### src/rtl/pipe_pkg.sv
// Shared definitions for the pipeline hazard controller: FSM encoding, PC mux and forwarding codes.
// Latency: n/a (types, constants and one pure helper function only).
// Backpressure: n/a.
package pipe_pkg;

  typedef enum logic [1:0] {
    ST_INIT  = 2'd0,
    ST_RUN   = 2'd1,
    ST_LOAD  = 2'd2,
    ST_DRAIN = 2'd3
  } state_t;

  // PC source select
  localparam logic [1:0] PC_SEL_SEQ    = 2'b00;  // PC+1
  localparam logic [1:0] PC_SEL_JUMP   = 2'b01;  // jump target
  localparam logic [1:0] PC_SEL_BRANCH = 2'b10;  // branch target
  localparam logic [1:0] PC_SEL_SYS    = 2'b11;  // SYS_pc_val

  // EX operand select
  localparam logic [1:0] FWD_RF  = 2'b00;  // register file
  localparam logic [1:0] FWD_WB  = 2'b01;  // Reg_write_data (WB)
  localparam logic [1:0] FWD_MEM = 2'b10;  // ALU_result_MEM

  // A producer/consumer register match. $0 is hard-wired zero, so it never
  // creates a dependency.
  function automatic logic reg_match(input logic en, input logic [4:0] dst, input logic [4:0] src);
    return en && (dst != 5'd0) && (dst == src);
  endfunction

endpackage

### src/rtl/fwd_unit.sv
// EX operand forwarding select for one operand; the MEM-stage producer beats the WB-stage producer.
// Latency: purely combinational, result valid in the same cycle as the inputs.
// Backpressure: none; no handshake, evaluated every cycle.
// Ports: i_src (EX source reg), i_mem_we/i_mem_dst, i_wb_we/i_wb_dst (producers), o_sel (FWD_* code).
import pipe_pkg::*;

module fwd_unit (
  input  logic [4:0] i_src,
  input  logic       i_mem_we,
  input  logic [4:0] i_mem_dst,
  input  logic       i_wb_we,
  input  logic [4:0] i_wb_dst,
  output logic [1:0] o_sel
);

  always_comb begin
    o_sel = FWD_RF;
    if (reg_match(i_mem_we, i_mem_dst, i_src)) begin
      o_sel = FWD_MEM;
    end else if (reg_match(i_wb_we, i_wb_dst, i_src)) begin
      o_sel = FWD_WB;
    end
  end

endmodule

### src/rtl/pipeline_hazard_ctrl.sv
// 5-stage pipeline sequencer: PC/IF-ID gating, load-use bubbles, branch/jump flushes, forwarding, program-load mode.
// Latency: controls are combinational from state+inputs (same cycle); state/counter updates visible after next edge.
// Backpressure: a load-use hazard holds PC and IF/ID for one cycle; SYS_load holds the whole pipe while asserted.
// Ports: SYS_clk/SYS_reset (sync, active high), SYS_load/SYS_pc_val (program load), ID/EX/MEM/WB hazard inputs;
//        outputs pc_write/pc_sel, ifid_write, ifid/idex/exmem_flush, fwd_a/fwd_b, busy, stall_cnt/flush_cnt.
import pipe_pkg::*;

module pipeline_hazard_ctrl #(
  parameter int DRAIN_CYC = 3,
  parameter int CNT_W     = 16
) (
  input  logic             SYS_clk,
  input  logic             SYS_reset,
  input  logic             SYS_load,
  input  logic [7:0]       SYS_pc_val,
  input  logic [4:0]       rs_ID,
  input  logic [4:0]       rt_ID,
  input  logic             use_rs_ID,
  input  logic             use_rt_ID,
  input  logic             jump_ID,
  input  logic [4:0]       rs_EX,
  input  logic [4:0]       rt_EX,
  input  logic             MemRead_EX,
  input  logic [4:0]       dst_EX,
  input  logic             RegWrite_MEM,
  input  logic [4:0]       dst_MEM,
  input  logic             branch_taken_MEM,
  input  logic             RegWrite_WB,
  input  logic [4:0]       dst_WB,
  output logic             pc_write,
  output logic [1:0]       pc_sel,
  output logic             ifid_write,
  output logic             ifid_flush,
  output logic             idex_flush,
  output logic             exmem_flush,
  output logic [1:0]       fwd_a,
  output logic [1:0]       fwd_b,
  output logic             busy,
  output logic [CNT_W-1:0] stall_cnt,
  output logic [CNT_W-1:0] flush_cnt
);

  localparam logic [CNT_W-1:0] CNT_ONE = {{(CNT_W-1){1'b0}}, 1'b1};

  state_t           r_state;
  state_t           w_state_nxt;
  logic [3:0]       r_drain_cnt;
  logic [3:0]       w_drain_nxt;
  logic [CNT_W-1:0] r_stall_cnt;
  logic [CNT_W-1:0] r_flush_cnt;
  logic             w_drain_done;
  logic             w_load_use;
  logic             w_ev_stall;
  logic             w_ev_flush;
  logic [1:0]       w_fwd_a;
  logic [1:0]       w_fwd_b;
  logic             w_unused_pc_val;

  // The load PC value feeds the datapath PC mux directly; the controller
  // only selects it via pc_sel.
  assign w_unused_pc_val = ^SYS_pc_val;

  // Widened compare so DRAIN_CYC=0 and DRAIN_CYC=15 both behave.
  assign w_drain_done = ({1'b0, r_drain_cnt} + 5'd1) >= 5'(DRAIN_CYC);

  assign w_load_use = MemRead_EX &
                      (reg_match(use_rs_ID, dst_EX, rs_ID) | reg_match(use_rt_ID, dst_EX, rt_ID));

  // Next-state
  always_comb begin
    w_state_nxt = r_state;
    w_drain_nxt = r_drain_cnt;
    case (r_state)
      ST_INIT, ST_DRAIN: begin
        if (SYS_load) begin
          w_state_nxt = ST_LOAD;
          w_drain_nxt = 4'd0;
        end else if (w_drain_done) begin
          w_state_nxt = ST_RUN;
          w_drain_nxt = 4'd0;
        end else begin
          w_drain_nxt = r_drain_cnt + 4'd1;
        end
      end
      ST_RUN: begin
        if (SYS_load) begin
          w_state_nxt = ST_LOAD;
          w_drain_nxt = 4'd0;
        end
      end
      ST_LOAD: begin
        if (!SYS_load) begin
          w_state_nxt = ST_DRAIN;
          w_drain_nxt = 4'd0;
        end
      end
      default: begin
        w_state_nxt = ST_INIT;
        w_drain_nxt = 4'd0;
      end
    endcase
  end

  // Pipeline controls; RUN applies branch > load-use > jump priority.
  always_comb begin
    pc_write    = 1'b1;
    pc_sel      = PC_SEL_SEQ;
    ifid_write  = 1'b1;
    ifid_flush  = 1'b0;
    idex_flush  = 1'b0;
    exmem_flush = 1'b0;
    w_ev_stall  = 1'b0;
    w_ev_flush  = 1'b0;
    case (r_state)
      ST_RUN: begin
        if (branch_taken_MEM) begin
          // Everything younger than MEM is on the wrong path, including
          // whatever hazard or jump it was carrying.
          pc_sel      = PC_SEL_BRANCH;
          ifid_flush  = 1'b1;
          idex_flush  = 1'b1;
          exmem_flush = 1'b1;
          w_ev_flush  = 1'b1;
        end else if (w_load_use) begin
          // Hold IF and ID, bubble EX; a jump in ID is retried next cycle.
          pc_write   = 1'b0;
          ifid_write = 1'b0;
          idex_flush = 1'b1;
          w_ev_stall = 1'b1;
        end else if (jump_ID) begin
          pc_sel     = PC_SEL_JUMP;
          ifid_flush = 1'b1;
          w_ev_flush = 1'b1;
        end
      end
      ST_LOAD: begin
        pc_sel      = PC_SEL_SYS;
        ifid_flush  = 1'b1;
        idex_flush  = 1'b1;
        exmem_flush = 1'b1;
      end
      default: begin
        ifid_flush  = 1'b1;
        idex_flush  = 1'b1;
        exmem_flush = 1'b1;
      end
    endcase
  end

  fwd_unit u_fwd_a (
    .i_src    (rs_EX),
    .i_mem_we (RegWrite_MEM),
    .i_mem_dst(dst_MEM),
    .i_wb_we  (RegWrite_WB),
    .i_wb_dst (dst_WB),
    .o_sel    (w_fwd_a)
  );

  fwd_unit u_fwd_b (
    .i_src    (rt_EX),
    .i_mem_we (RegWrite_MEM),
    .i_mem_dst(dst_MEM),
    .i_wb_we  (RegWrite_WB),
    .i_wb_dst (dst_WB),
    .o_sel    (w_fwd_b)
  );

  // Outside RUN the EX stage holds flushed NOPs, so forwarding is parked.
  assign fwd_a = (r_state == ST_RUN) ? w_fwd_a : FWD_RF;
  assign fwd_b = (r_state == ST_RUN) ? w_fwd_b : FWD_RF;
  assign busy  = (r_state != ST_RUN);

  assign stall_cnt = r_stall_cnt;
  assign flush_cnt = r_flush_cnt;

  always_ff @(posedge SYS_clk) begin
    if (SYS_reset) begin
      r_state     <= ST_INIT;
      r_drain_cnt <= 4'd0;
      r_stall_cnt <= '0;
      r_flush_cnt <= '0;
    end else begin
      r_state     <= w_state_nxt;
      r_drain_cnt <= w_drain_nxt;
      if (w_ev_stall && (r_stall_cnt != '1)) begin
        r_stall_cnt <= r_stall_cnt + CNT_ONE;
      end
      if (w_ev_flush && (r_flush_cnt != '1)) begin
        r_flush_cnt <= r_flush_cnt + CNT_ONE;
      end
    end
  end

endmodule

### config.mk
export PLATFORM = sky130hd
export DESIGN_NAME = pipeline_hazard_ctrl
export DESIGN_NICKNAME = d
export VERILOG_FILES = /design/src/rtl/pipe_pkg.sv /design/src/rtl/fwd_unit.sv /design/src/rtl/pipeline_hazard_ctrl.sv
export SDC_FILE = /design/constraint.sdc
export NUM_CORES = 1
export LEC_CHECK = 0
export CAP_MARGIN = 25
export CELL_PAD_IN_SITES_DETAIL_PLACEMENT = 0
export CELL_PAD_IN_SITES_GLOBAL_PLACEMENT = 1
export CORE_MARGIN = 8
export CORE_UTILIZATION = 34
export DETAILED_ROUTE_END_ITERATION = 16
export PLACE_DENSITY = 0.95
export SLEW_MARGIN = 20
export SYNTH_ARGS = -nofsm -noshare
export SYNTH_HDL_FRONTEND = slang
export SYNTH_HIERARCHICAL = 1
export SYNTH_SLANG_ARGS = --single-unit
### constraint.sdc
create_clock -name SYS_clk -period 3.5 [get_ports SYS_clk]
set_input_delay 0.35 -clock SYS_clk [delete_from_list [all_inputs] [get_ports SYS_clk]]
set_output_delay 0.35 -clock SYS_clk [all_outputs]
set_load 0.005 [all_outputs]
Word-level counts from Yosys, hierarchy flattened
Index checks and enable logic that the tools add are counted.
{"block": "word_totals", "register_bits": 38, "out_inout_bits": 44}
{"block": "classes", "n_addsub": 4, "order_cmp": 1, "eq_ne": 15, "muxes": 35, "bitwise": 2, "n_reduce_logical": 19}
{"operator": "$add A16 B1 Y16 const B", "count": 2}
{"operator": "$ne A16 B16 Y1 const B", "count": 2}
{"operator": "$eq A5 B5 Y1", "count": 6}
{"operator": "$mux W1", "count": 19}
{"operator": "$mux W2", "count": 9}
{"operator": "$mux W4", "count": 4}
{"operator": "$reduce_bool A5 Y1", "count": 3}
{"operator": "$logic_and A1 B1 Y1", "count": 12}
{"operator": "$pmux W4 S3", "count": 1}
{"operator": "$pmux W2 S3", "count": 1}
{"operator": "$add A4 B1 Y5 const B", "count": 1}
{"operator": "$ge A5 B2 Y1 const B", "count": 1}
{"operator": "$add A4 B1 Y4 const B", "count": 1}
{"operator": "$eq A2 B2 Y1 const B", "count": 2}
{"operator": "$ne A2 B2 Y1 const B", "count": 2}
{"operator": "$pmux W2 S2", "count": 1}
{"operator": "$ne A3 B3 Y1 const B", "count": 1}
{"operator": "$reduce_and A3 Y1", "count": 1}
{"operator": "$eq A2 B1 Y1 const B", "count": 1}
{"operator": "$logic_not A2 Y1", "count": 1}
{"operator": "$ne A2 B1 Y1 const B", "count": 1}
{"operator": "$reduce_and A2 Y1", "count": 1}
{"operator": "$reduce_or A2 Y1", "count": 1}
{"operator": "$and A1 B1 Y1", "count": 1}
{"operator": "$or A1 B1 Y1", "count": 1}

Logic depth before layout (Yosys ltp)
Gate-level depths: netlist of run 1.
{"block": "logic_depth", "ltp_word": 9, "ltp_mapped": 10, "mapped_depth_nobuf": 8}

By module
The synthesis of run 1 kept the hierarchy.
{"module": "pipeline_hazard_ctrl", "n_inst": 1, "cells_per_inst": 268, "area_each_um2": 2222.1}
{"module": "fwd_unit", "n_inst": 2, "cells_per_inst": 20, "area_each_um2": 151.4}

Worst setup path before layout of run 1
OpenSTA, ideal clock, no wires.
{"block": "synth_timing", "kind": "input to output", "startpoint": "input port dst_EX[1]", "endpoint": "output port pc_write", "t_arrival_ns": 1.696, "setup_slack_ns": 1.454, "cell_stages": 7, "n_path_buf": 3, "path_cell_list": "or4_1 o21ai_2 inv_1 nand3_4 buf_6 buf_2 buf_4"}
{"block": "synth_via", "elab_chain_len": 8}
{"item": "from (decl)", "line_no": "pipeline_hazard_ctrl.sv:24", "source": "input logic [4:0] dst_EX,"}
{"item": "$reduce_bool A5 Y1", "line_no": "pipe_pkg.sv:27", "source": "return en && (dst != 5'd0) && (dst == src);"}
{"item": "$logic_and A1 B1 Y1 (2 in series)", "line_no": "pipe_pkg.sv:27"}
{"item": "$or A1 B1 Y1 (*)", "line_no": "pipeline_hazard_ctrl.sv:67", "source": "(reg_match(use_rs_ID, dst_EX, rs_ID) | reg_match(use_rt_ID, dst_EX, rt_ID));"}
{"item": "$and A1 B1 Y1 (*)", "line_no": "pipeline_hazard_ctrl.sv:66", "source": "assign w_load_use = MemRead_EX &"}
{"item": "$mux W1 (*) (3 in series)"}
{"item": "to (decl)", "line_no": "pipeline_hazard_ctrl.sv:30", "source": "output logic pc_write,"}
Every way passes the cells marked *; elsewhere a longest branch is shown, timed or not.

Final worst setup path of run 1
{"block": "layout_timing", "startpoint": "input port dst_EX[1]", "endpoint": "output port pc_sel[0]"}
{"block": "layout_via", "elab_chain_len": 8}
{"item": "$reduce_bool A5 Y1", "line_no": "pipe_pkg.sv:27"}
{"item": "$logic_and A1 B1 Y1 (2 in series)", "line_no": "pipe_pkg.sv:27"}
{"item": "$or A1 B1 Y1 (*)", "line_no": "pipeline_hazard_ctrl.sv:67"}
{"item": "$and A1 B1 Y1 (*)", "line_no": "pipeline_hazard_ctrl.sv:66"}
{"item": "$mux W1 (*)", "line_no": "pipeline_hazard_ctrl.sv:124", "source": "end else if (w_load_use) begin"}
{"item": "$mux W2 (*)", "line_no": "pipeline_hazard_ctrl.sv:116", "source": "if (branch_taken_MEM) begin"}
{"item": "$pmux W2 S2 (*)", "line_no": "pipeline_hazard_ctrl.sv:114", "source": "case (r_state)"}
{"item": "to (decl)", "line_no": "pipeline_hazard_ctrl.sv:31", "source": "output logic [1:0] pc_sel,"}
Marked as above.

==> results of run 1 <==
## power by group
part	switching [mW]	internal, mW	total, mW
Combinational	0.207	0.198	0.405
Clock	0.149	0.159	0.308
Sequential	0.0266	0.457	0.484
Total	0.382	0.814	1.20
## critical path, stage by stage
cell,delay (ns)
clkdlybuf4s50_1,0.47
or4_1,0.56
o21ai_2,0.21
inv_1,0.14
nand2_1,0.11
a31oi_1,0.09
nor2_1,0.10
clkdlybuf4s50_1,0.52
## per-layer routing
layer | track usage, % | vias to the layer above | share of wire, %
li1 | - | 1323 | -
met5 | 0 | - | 0
met4 | 3.386 | 0 | 1.0
met3 | 5.381 | 8 | 9.2
met1 | 17.61 | 1231 | 46
met2 | 23.09 | 95 | 44
## flip-flops by register name (all words and copies together), names as in the netlist
signal       cells
stall_cnt       16
flush_cnt       16
r_state          2
r_drain_cnt      4
## how the worst min path moves through the flow
stage | from | endpoint | cells after the start
2_1_floorplan | r_drain_cnt[3]$_SDFFE_PP0P_ | r_drain_cnt[3]$_SDFFE_PP0P_ | 1
3_3_place_gp | r_drain_cnt[3]$_SDFFE_PP0P_ | r_drain_cnt[3]$_SDFFE_PP0P_ | 1
3_5_place_dp | r_drain_cnt[3]$_SDFFE_PP0P_ | r_drain_cnt[3]$_SDFFE_PP0P_ | 1
4_1_cts | r_drain_cnt[3]$_SDFFE_PP0P_ | r_drain_cnt[3]$_SDFFE_PP0P_ | 1
5_1_grt | r_drain_cnt[3]$_SDFFE_PP0P_ | r_drain_cnt[3]$_SDFFE_PP0P_ | 1
6_report | r_drain_cnt[3]$_SDFFE_PP0P_ | r_drain_cnt[3]$_SDFFE_PP0P_ | 1
## per-stage QoR
| step | std cells | worst slack (ns) | util (%) | hold WS (ns) | cell area [um^2] |
|---|---|---|---|---|---|
| 2_1_floorplan | 308 | 1.454 | - | 0.4313 | 2525 |
| 3_3_place_gp | 488 | 0.6067 | 48.47 | 0.4456 | 3497 |
| 3_5_place_dp | 488 | 0.5969 | 48.47 | 0.4662 | 3497 |
| 4_1_cts | 496 | 0.5731 | 49.74 | 0.4843 | 3588 |
| 5_1_grt | 496 | 0.4438 | 49.74 | 0.5223 | 3588 |
| 6_report | 496 | 0.6004 | 49.74 | 0.4784 | 3588 |
## synth_stat cells
cell      instances  share of area, %
nor4_1            5               1.2
or4_1            16               4.8
and4_4            1              0.45
nor3_1            7               1.4
a311oi_1          1              0.35
nand3_4           1              0.69
and2_1            7               1.7
inv_1            11               1.6
a41oi_1           1              0.35
o31ai_1          14               4.2
mux2i_1           4               1.6
xor2_1            8               2.8
nor2b_1           2              0.50
o41ai_2           2               1.3
a211oi_2          2              0.99
dfxtp_1          38                30
a211oi_1          3              0.89
o221ai_1          1              0.35
buf_6             2              0.89
nand2_1          22               3.3
buf_4             2              0.59
nor3_2            2              0.79
o21ai_2           1              0.35
clkbuf_1          4              0.59
nand3_1          16               3.2
a221oi_2          1              0.59
o22a_1            1              0.35
a31oi_1           1              0.25
nor2_8            1              0.79
nand4_4           1              0.84
buf_2             3              0.59
or3_1            10               2.5
o22ai_2           1              0.50
and3_1            6               1.5
nor2_1           22               3.3
mux2_2            2              0.89
ha_1              6               3.0
nand4_1          11               2.7
nand2b_1          5               1.2
a21oi_1          28               5.5
o41ai_1           1              0.35
xnor2_1          21               7.3
o31a_1            1              0.35
o21ai_0          13               2.6
## logic make-up after synthesis
group | share of synthesized area [%]
simple gates | 30.82
compound gates | 19.23
flops | 30.13
xor+xnor | 10.06
buf+inv | 4.311
mux | 2.478
fa+ha+maj | 2.973
## layout make-up
cell class,instances,share of cell area [%]
inverters,11,1.151
repair buffers,92,25.38
well taps,99,3.452
clock buffers,7,2.406
flip-flops and latches,38,21.20
clock inverters,1,0.1395
multi-input cells,248,46.27
## cells in the final DEF, fill, tap and decap left out, drive strengths merged
| master | synthesis | layout |
|---|---|---|
| a211oi | 5 | 5 |
| a21oi | 28 | 28 |
| a221oi | 1 | 1 |
| a311oi | 1 | 1 |
| a31oi | 1 | 1 |
| a41oi | 1 | 1 |
| and2 | 7 | 7 |
| and3 | 6 | 6 |
| and4 | 1 | 1 |
| buf | 7 | 4 |
| clkbuf | 4 | 7 |
| clkdlybuf4s50 | 0 | 88 |
| clkinv | 0 | 1 |
| dfxtp | 38 | 38 |
| ha | 6 | 6 |
| inv | 11 | 11 |
| mux2 | 2 | 2 |
| mux2i | 4 | 4 |
| nand2 | 22 | 22 |
| nand2b | 5 | 5 |
| nand3 | 17 | 17 |
| nand4 | 12 | 12 |
| nor2 | 23 | 23 |
| nor2b | 2 | 2 |
| nor3 | 9 | 9 |
| nor4 | 5 | 5 |
| o21ai | 14 | 14 |
| o221ai | 1 | 1 |
| o22a | 1 | 1 |
| o22ai | 1 | 1 |
| o31a | 1 | 1 |
| o31ai | 14 | 14 |
| o41ai | 3 | 3 |
| or3 | 10 | 10 |
| or4 | 16 | 16 |
| xnor2 | 21 | 21 |
| xor2 | 8 | 8 |
==> impl.org, run 1 <==
** Synth
- Area of the mapped netlist :: 0.002525 mm^2
- Count of state elements after synthesis :: 38
- Post-synth net total :: 367
- Yosys printed 6 warnings.
- Post-synthesis average cell area :: 8.198 um^2
- Counting distinct cell types in the post-synthesis netlist gives 44.
- The cell count after synthesis came out at 308.
- Sequential element share of the synthesized area :: 30.13%

** Placement
- Port buffering added 88 buffers.
- The congestion estimate from routability-driven global placement came to 0.8911.
- The HPWL after detailed placement is 5872 um.

** Clock tree
- The H-tree was split into 2 levels.
- CTS tree :: built
- Hold buffer count at cts :: 0
- Worst-case clock buffer depth :: 2
- Clock slew at the register clock pins of the worst setup and hold paths :: 0.07 ns
- Clock sinks :: 38
- Post-CTS setup-driven buffer insertion count :: 0
- Clock tree synthesis selected as its root buffer the cell clkbuf_8.
- Clk Latency, worst-skew pair :: 0.28 ns
- In this run, post-CTS repair resized a total of 0 instances.
- Number of buffers created by CTS :: 5

** Setup path
- The startpoint identified for the worst register-to-register timing path is stall_cnt[6]$_SDFFE_PP0P_.
- Launching instance or port of the critical path :: dst_EX[1]
- In this run the critical register-to-register path is captured at stall_cnt[12]$_SDFFE_PP0P_.
- Worst setup path class :: in2out
- The worst setup path is launched from an input pin.
- Minimum setup slack among reg-to-reg paths :: 1.04 ns
- For the worst setup path, the data required time is 3.15 ns.
- Critical Path Sink Type :: output pin
- At the worst endpoint, the arrival time is 2.55 ns.
- Counting cells, the worst reg-to-reg path comes to 7.
- In this run the worst setup path terminates at pc_sel[0].
- Along the worst path, the maximum fanout reaches 4.

** Floorplan
- Width of the die :: 102.2 um
- Ports :: 97
- Height of the chip :: 102.2 um
- Number of cell rows :: 31
- Die area :: 0.01044 mm^2
- Once the floorplan was initialized, standard cells occupied 35.00% of the core.
- Core Area :: 0.007214 mm^2

** Timing
- Unrepaired setup endpoints after global routing :: false
- Actual transition at the worst max-transition pin :: 0.9173 ns
- Of the available clock period, the critical path in the final layout requires 82.84%.
- Across the routed clock network, the largest skew measured is 0.004938 ns.
- Setup violations remaining at the end of the flow were counted as 0.
- Sum of negative setup slack :: 0 ns
- Fin. max-slew vios :: 0
- Min Tclk post-route :: 2.900 ns
- The final number of hold-violating endpoints was 0.
- Static timing analysis puts the maximum clock frequency at 344.9 MHz.
- In this run the tightest slew margin relative to its limit is 38.65%.

** Run status
- Run status :: finished, final reports clean

** Route
- After detailed routing, the average wire length per cell comes to 15.15 um.
- Detailed router's first-iteration violation count :: 68
- After detailed routing, the number of remaining DRC violations is 0.
- First-pass detailed-route iteration total :: 4
- Via total after detailed routing :: 2657
- Remaining number of nets flagged by the antenna check after routing :: 0
- Final routed wirelength across all metal layers :: 7513 um
- Post-detailed-route via-to-cell ratio :: 5.357

** Global routing
- For this run, the total global-route usage over all layers was measured as 14.34%.
- Initial antenna violation count :: 0
- Summed over all layers, the global routing overflow is 0.
- The number of global-route vias before repair is 2600.
- Entering global routing, the biggest net connects 27 pins.
- The first global-routing pass estimated 12290 um of wire.

** Final layout
- The post-route netlist has 6.801% of its cells at a drive strength greater than 1.
- Multi-input gate area in the final layout :: 0.001660 mm^2
- Area Growth Syn to Fin :: 42.12%
- Fillcell total :: 705
- 0 antenna diodes ended up in the layout.
- Fin nets :: 455
- The sequential cells in the finished layout cover a total of 760.7 um^2.

** Min path
- Worst min-delay path category :: reg2reg

** Power and ir drop
- Pleak :: 1.159 nW
- For this design the ratio of total power to cell area is 333.4 mW/mm^2.
- Maximum vdd ir drop :: 0.0001731 V
- The design draws 1.196 mW.

** Flow run
- The tool flagged a number of max-cap violations equal to 0.
(Power assumes the default switching activity.)
==> run 2, diff against run 1 <==
Settings changed: CORE_UTILIZATION 34 to 28, PLACE_DENSITY 0.95 to 0.85.
Clock period 3.5 ns to 2.4 ns, I/O delays scaled along.
==> impl.org, run 2 (synthesis results as in run 1) <==
** Floorplan
- The die boundary width came to 111.0 um (+8.6%).
- Starting density of the core :: 28.95% (-6.0 points)
- The count of pins on the block boundary came to 97 (unchanged).
- The area of the core is 0.008721 mm^2 (+21%).
- The area of the die is 0.01231 mm^2 (+18%).
- The total number of placement rows is 34 (+9.7%).
- Height of the chip :: 111.0 um (+8.6%)

** Clock tree
- The post-CTS clock slew at the launch and capture registers of the worst setup and hold paths came to 0.07 ns (about the same).
- Deepest level of the CTS H-tree :: 2 (unchanged)
- CTS root buffer :: clkbuf_8
- The deepest clock path buffer count is 2 (unchanged).
- Clock sinks :: 38 (unchanged)
- TritonCTS built the clock tree.
- Number of buffers created by CTS :: 5 (unchanged)
- Clk Latency, worst-skew pair :: 0.28 ns (about the same)
- Hold buffer count at cts :: 0 (unchanged)

** Final layout
- The core occupancy in the finished layout was 43.30% (-6.4 points).
- Multi-input gate area in the final layout :: 0.001683 mm^2 (+1.4%)
- Commonest cells after routing, fill and taps aside :: 78 x clkdlybuf4s50_1, 38 x dfxtp_1, 28 x a21oi_1
- Area Growth Syn to Fin :: 49.55%
- Sequential cell area :: 760.7 um^2 (unchanged)
- Fraction of layout instances using a drive strength above 1 :: 11.33% (+4.5 points)
- The cell area after layout is 0.003776 mm^2 (+5.2%).
- Most common library cell in the layout ignoring fill and taps :: clkdlybuf4s50_1
- Final Instance Count excl. Fillers :: 523 (+5.4%)
- The total of fill cells in the finished design was 878 (+25%).
- Fin nets :: 473 (+4.0%)
- Antenna diode instance count :: 0 (unchanged)

** Power and ir drop
- Maximum vdd ir drop :: 0.0002837 V (+64%)
- Power consumption :: 1.803 mW (+51%)
- Pleak :: 1.304 nW (+13%)
- Power density cells :: 477.5 mW/mm^2 (+43%)

** Global routing
- The number of antenna violations at the first check in global routing came to 0 (unchanged).
- Maximum number of pins on one net before global-route repair :: 22 (-19%)
- Met1 Use GR :: 15.99% (-1.6 points)
- Most congested layer reported by global routing :: met2
- Global routing met3 resource utilization :: 3.950% (-1.4 points)
- Aggregate global routing overflow :: 0 (unchanged)
- The number of global-route vias before repair was 2545 (-2.1%).
- Global-route wire length before repair :: 13120 um (+6.8%)
- Total global-route track usage :: 12.41% (-1.9 points)
- The fraction of met2 tracks used by global routing came to 19.59% (-3.5 points).

** Route
- The final wirelength was 7876 um (+4.8%).
- The DRC violation count after routing came to 0 (unchanged).
- The number of vias per cell after detailed routing came to 5.105 (-4.7%).
- Detailed router's first-iteration violation count :: 101 (+49%)
- Remaining number of nets flagged by the antenna check after routing :: 0 (unchanged)
- First-pass detailed-route iteration total :: 4 (unchanged)
- Via total after detailed routing :: 2670 (+0.49%)
- The average wire per cell in the routed design was 15.06 um (-0.58%).

** Run status
- The flow ran to the end, and the final reports show no timing, DRC or antenna violations.

** Setup path
- The slowest stage of the critical path is the clkdlybuf4s50_1 cell.
- Stage delay of the slowest cell on the critical path :: 0.51 ns (-0.05 ns)
- The required time at the worst-slack endpoint came to 2.16 ns (-0.99 ns).
- The data arrival time at the worst-slack endpoint is 2.06 ns (-0.49 ns).
- Critical Path Sink Type :: output pin
- Cell repeated most along the worst path :: clkdlybuf4s50_1
- Kind of cell adding the most delay to the critical path :: buffers and inverters
- STA classifies the critical path startpoint as an input pin.
- Buf+Inv Stages, Crit Path :: 2 (-1)
- Chain of cells forming the critical path :: clkdlybuf4s50_1 -> o41ai_2 -> a211oi_2 -> nor3_2 -> and2_1 -> clkdlybuf4s50_1
- Critical path peak fanout :: 4 (unchanged)
- Worst setup path class :: in2out

** Min path
- Worst min-delay path category :: reg2reg

** Timing
- Setup repair after global routing left no endpoint under its margin.
- Max Fclk :: 435.3 MHz
- The worst path in the final design needs a cycle of 2.297 ns, including I/O delays and setup.
- Count of final setup violators :: 0 (unchanged)
- Final hold violation count :: 0 (unchanged)
- Worst slew slack as a fraction of its limit :: 68.50% (+30 points)
- The final max-slew violation count was 0 (unchanged).
- The slew at the pin closest to its max-slew limit came to 0.4594 ns (-0.4579 ns).
- The final worst clock skew came to 0.005185 ns (+0.0002469 ns).
- The final hold slack came to 0.4727 ns (-0.005718 ns).
- In the finished design, the share of the clock period the worst path needs comes to 95.73%.

** Placement
- The half-perimeter wire length of the detailed placement result was 6117 um (+4.2%).
- The placer congestion estimate came to 0.8384 (-5.9%).
- The total placed cells including tap cells was 513 (+5.1%).
- The number of I/O port buffers is 88 (unchanged).
- Instance area after placement :: 0.003641 mm^2 (+4.1%)

** Flow run
- Max-cap violations :: 0 (unchanged)
-- run 2: cell types whose count changed in the layout (fill, tap and decap cells not counted), moves of 5 or more --
cell,change
buf_4,+17
clkdlybuf4s50_1,-10
dlygate4sd2_1,+5
dlymetal6s2s_1,+5
-- run 2: layout make-up --
class,instances,share of cell area [%]
multi-input combinational,248,44.57
timing repair buffer,110,28.20
sequential,38,20.15
tap,108,3.579
clock buffer,7,2.286
inverter,11,1.093
clock inverter,1,0.1325
-- run 2: final timing paths --
kind,slack (ns),start,depth (start not counted),to
worst max-delay path,0.10,dst_MEM[2],6,fwd_a[0]
worst max register to register,0.42,flush_cnt[0]$_SDFFE_PP0P_,7,flush_cnt[13]$_SDFFE_PP0P_
worst min-delay path,0.47,r_drain_cnt[3]$_SDFFE_PP0P_,1,r_drain_cnt[3]$_SDFFE_PP0P_
worst min register to register,0.47,r_drain_cnt[3]$_SDFFE_PP0P_,1,r_drain_cnt[3]$_SDFFE_PP0P_
-- run 2: routing by layer --
layer | up-vias | part of all wire [%]
li1 | 1353 | -
met1 | 1234 | 48
met2 | 79 | 45
met3 | 4 | 6.8
met4 | 0 | 0.57
met5 | - | 0
-- run 2: repair_timing --
action | 4_1_cts | 5_1_grt
endpoints found under the setup margin | 4 | 5
cloned | 0 | 0
pin swaps | 1 | 6
setup buffers | 1 | 1
resized for setup | 8 | 7
-- run 2: where the power goes --
part / switching (mW) / internal [mW]
Clock: 0.226 / 0.232
Sequential: 0.0355 / 0.666
Combinational: 0.318 / 0.325
Total: 0.580 / 1.22
-- run 2: stage by stage --
step | setup slack, ns | TNS, ns
4_1_cts | 0.01879 | 0
6_report | 0.1026 | 0
5_1_grt | 0.01071 | 0
3_5_place_dp | -0.1809 | -2.523
3_3_place_gp | -0.1420 | -1.480
2_1_floorplan | 0.5296 | 0
-- run 2: worst register-to-register path: cells and delay by family (launching register included) --
family                     cells  cell delay [ns]
AOI/OAI and AO/OA              3             0.77
and+or+nand+nor                3             0.48
DFF                            1             0.44
adders and majority gates      1             0.23
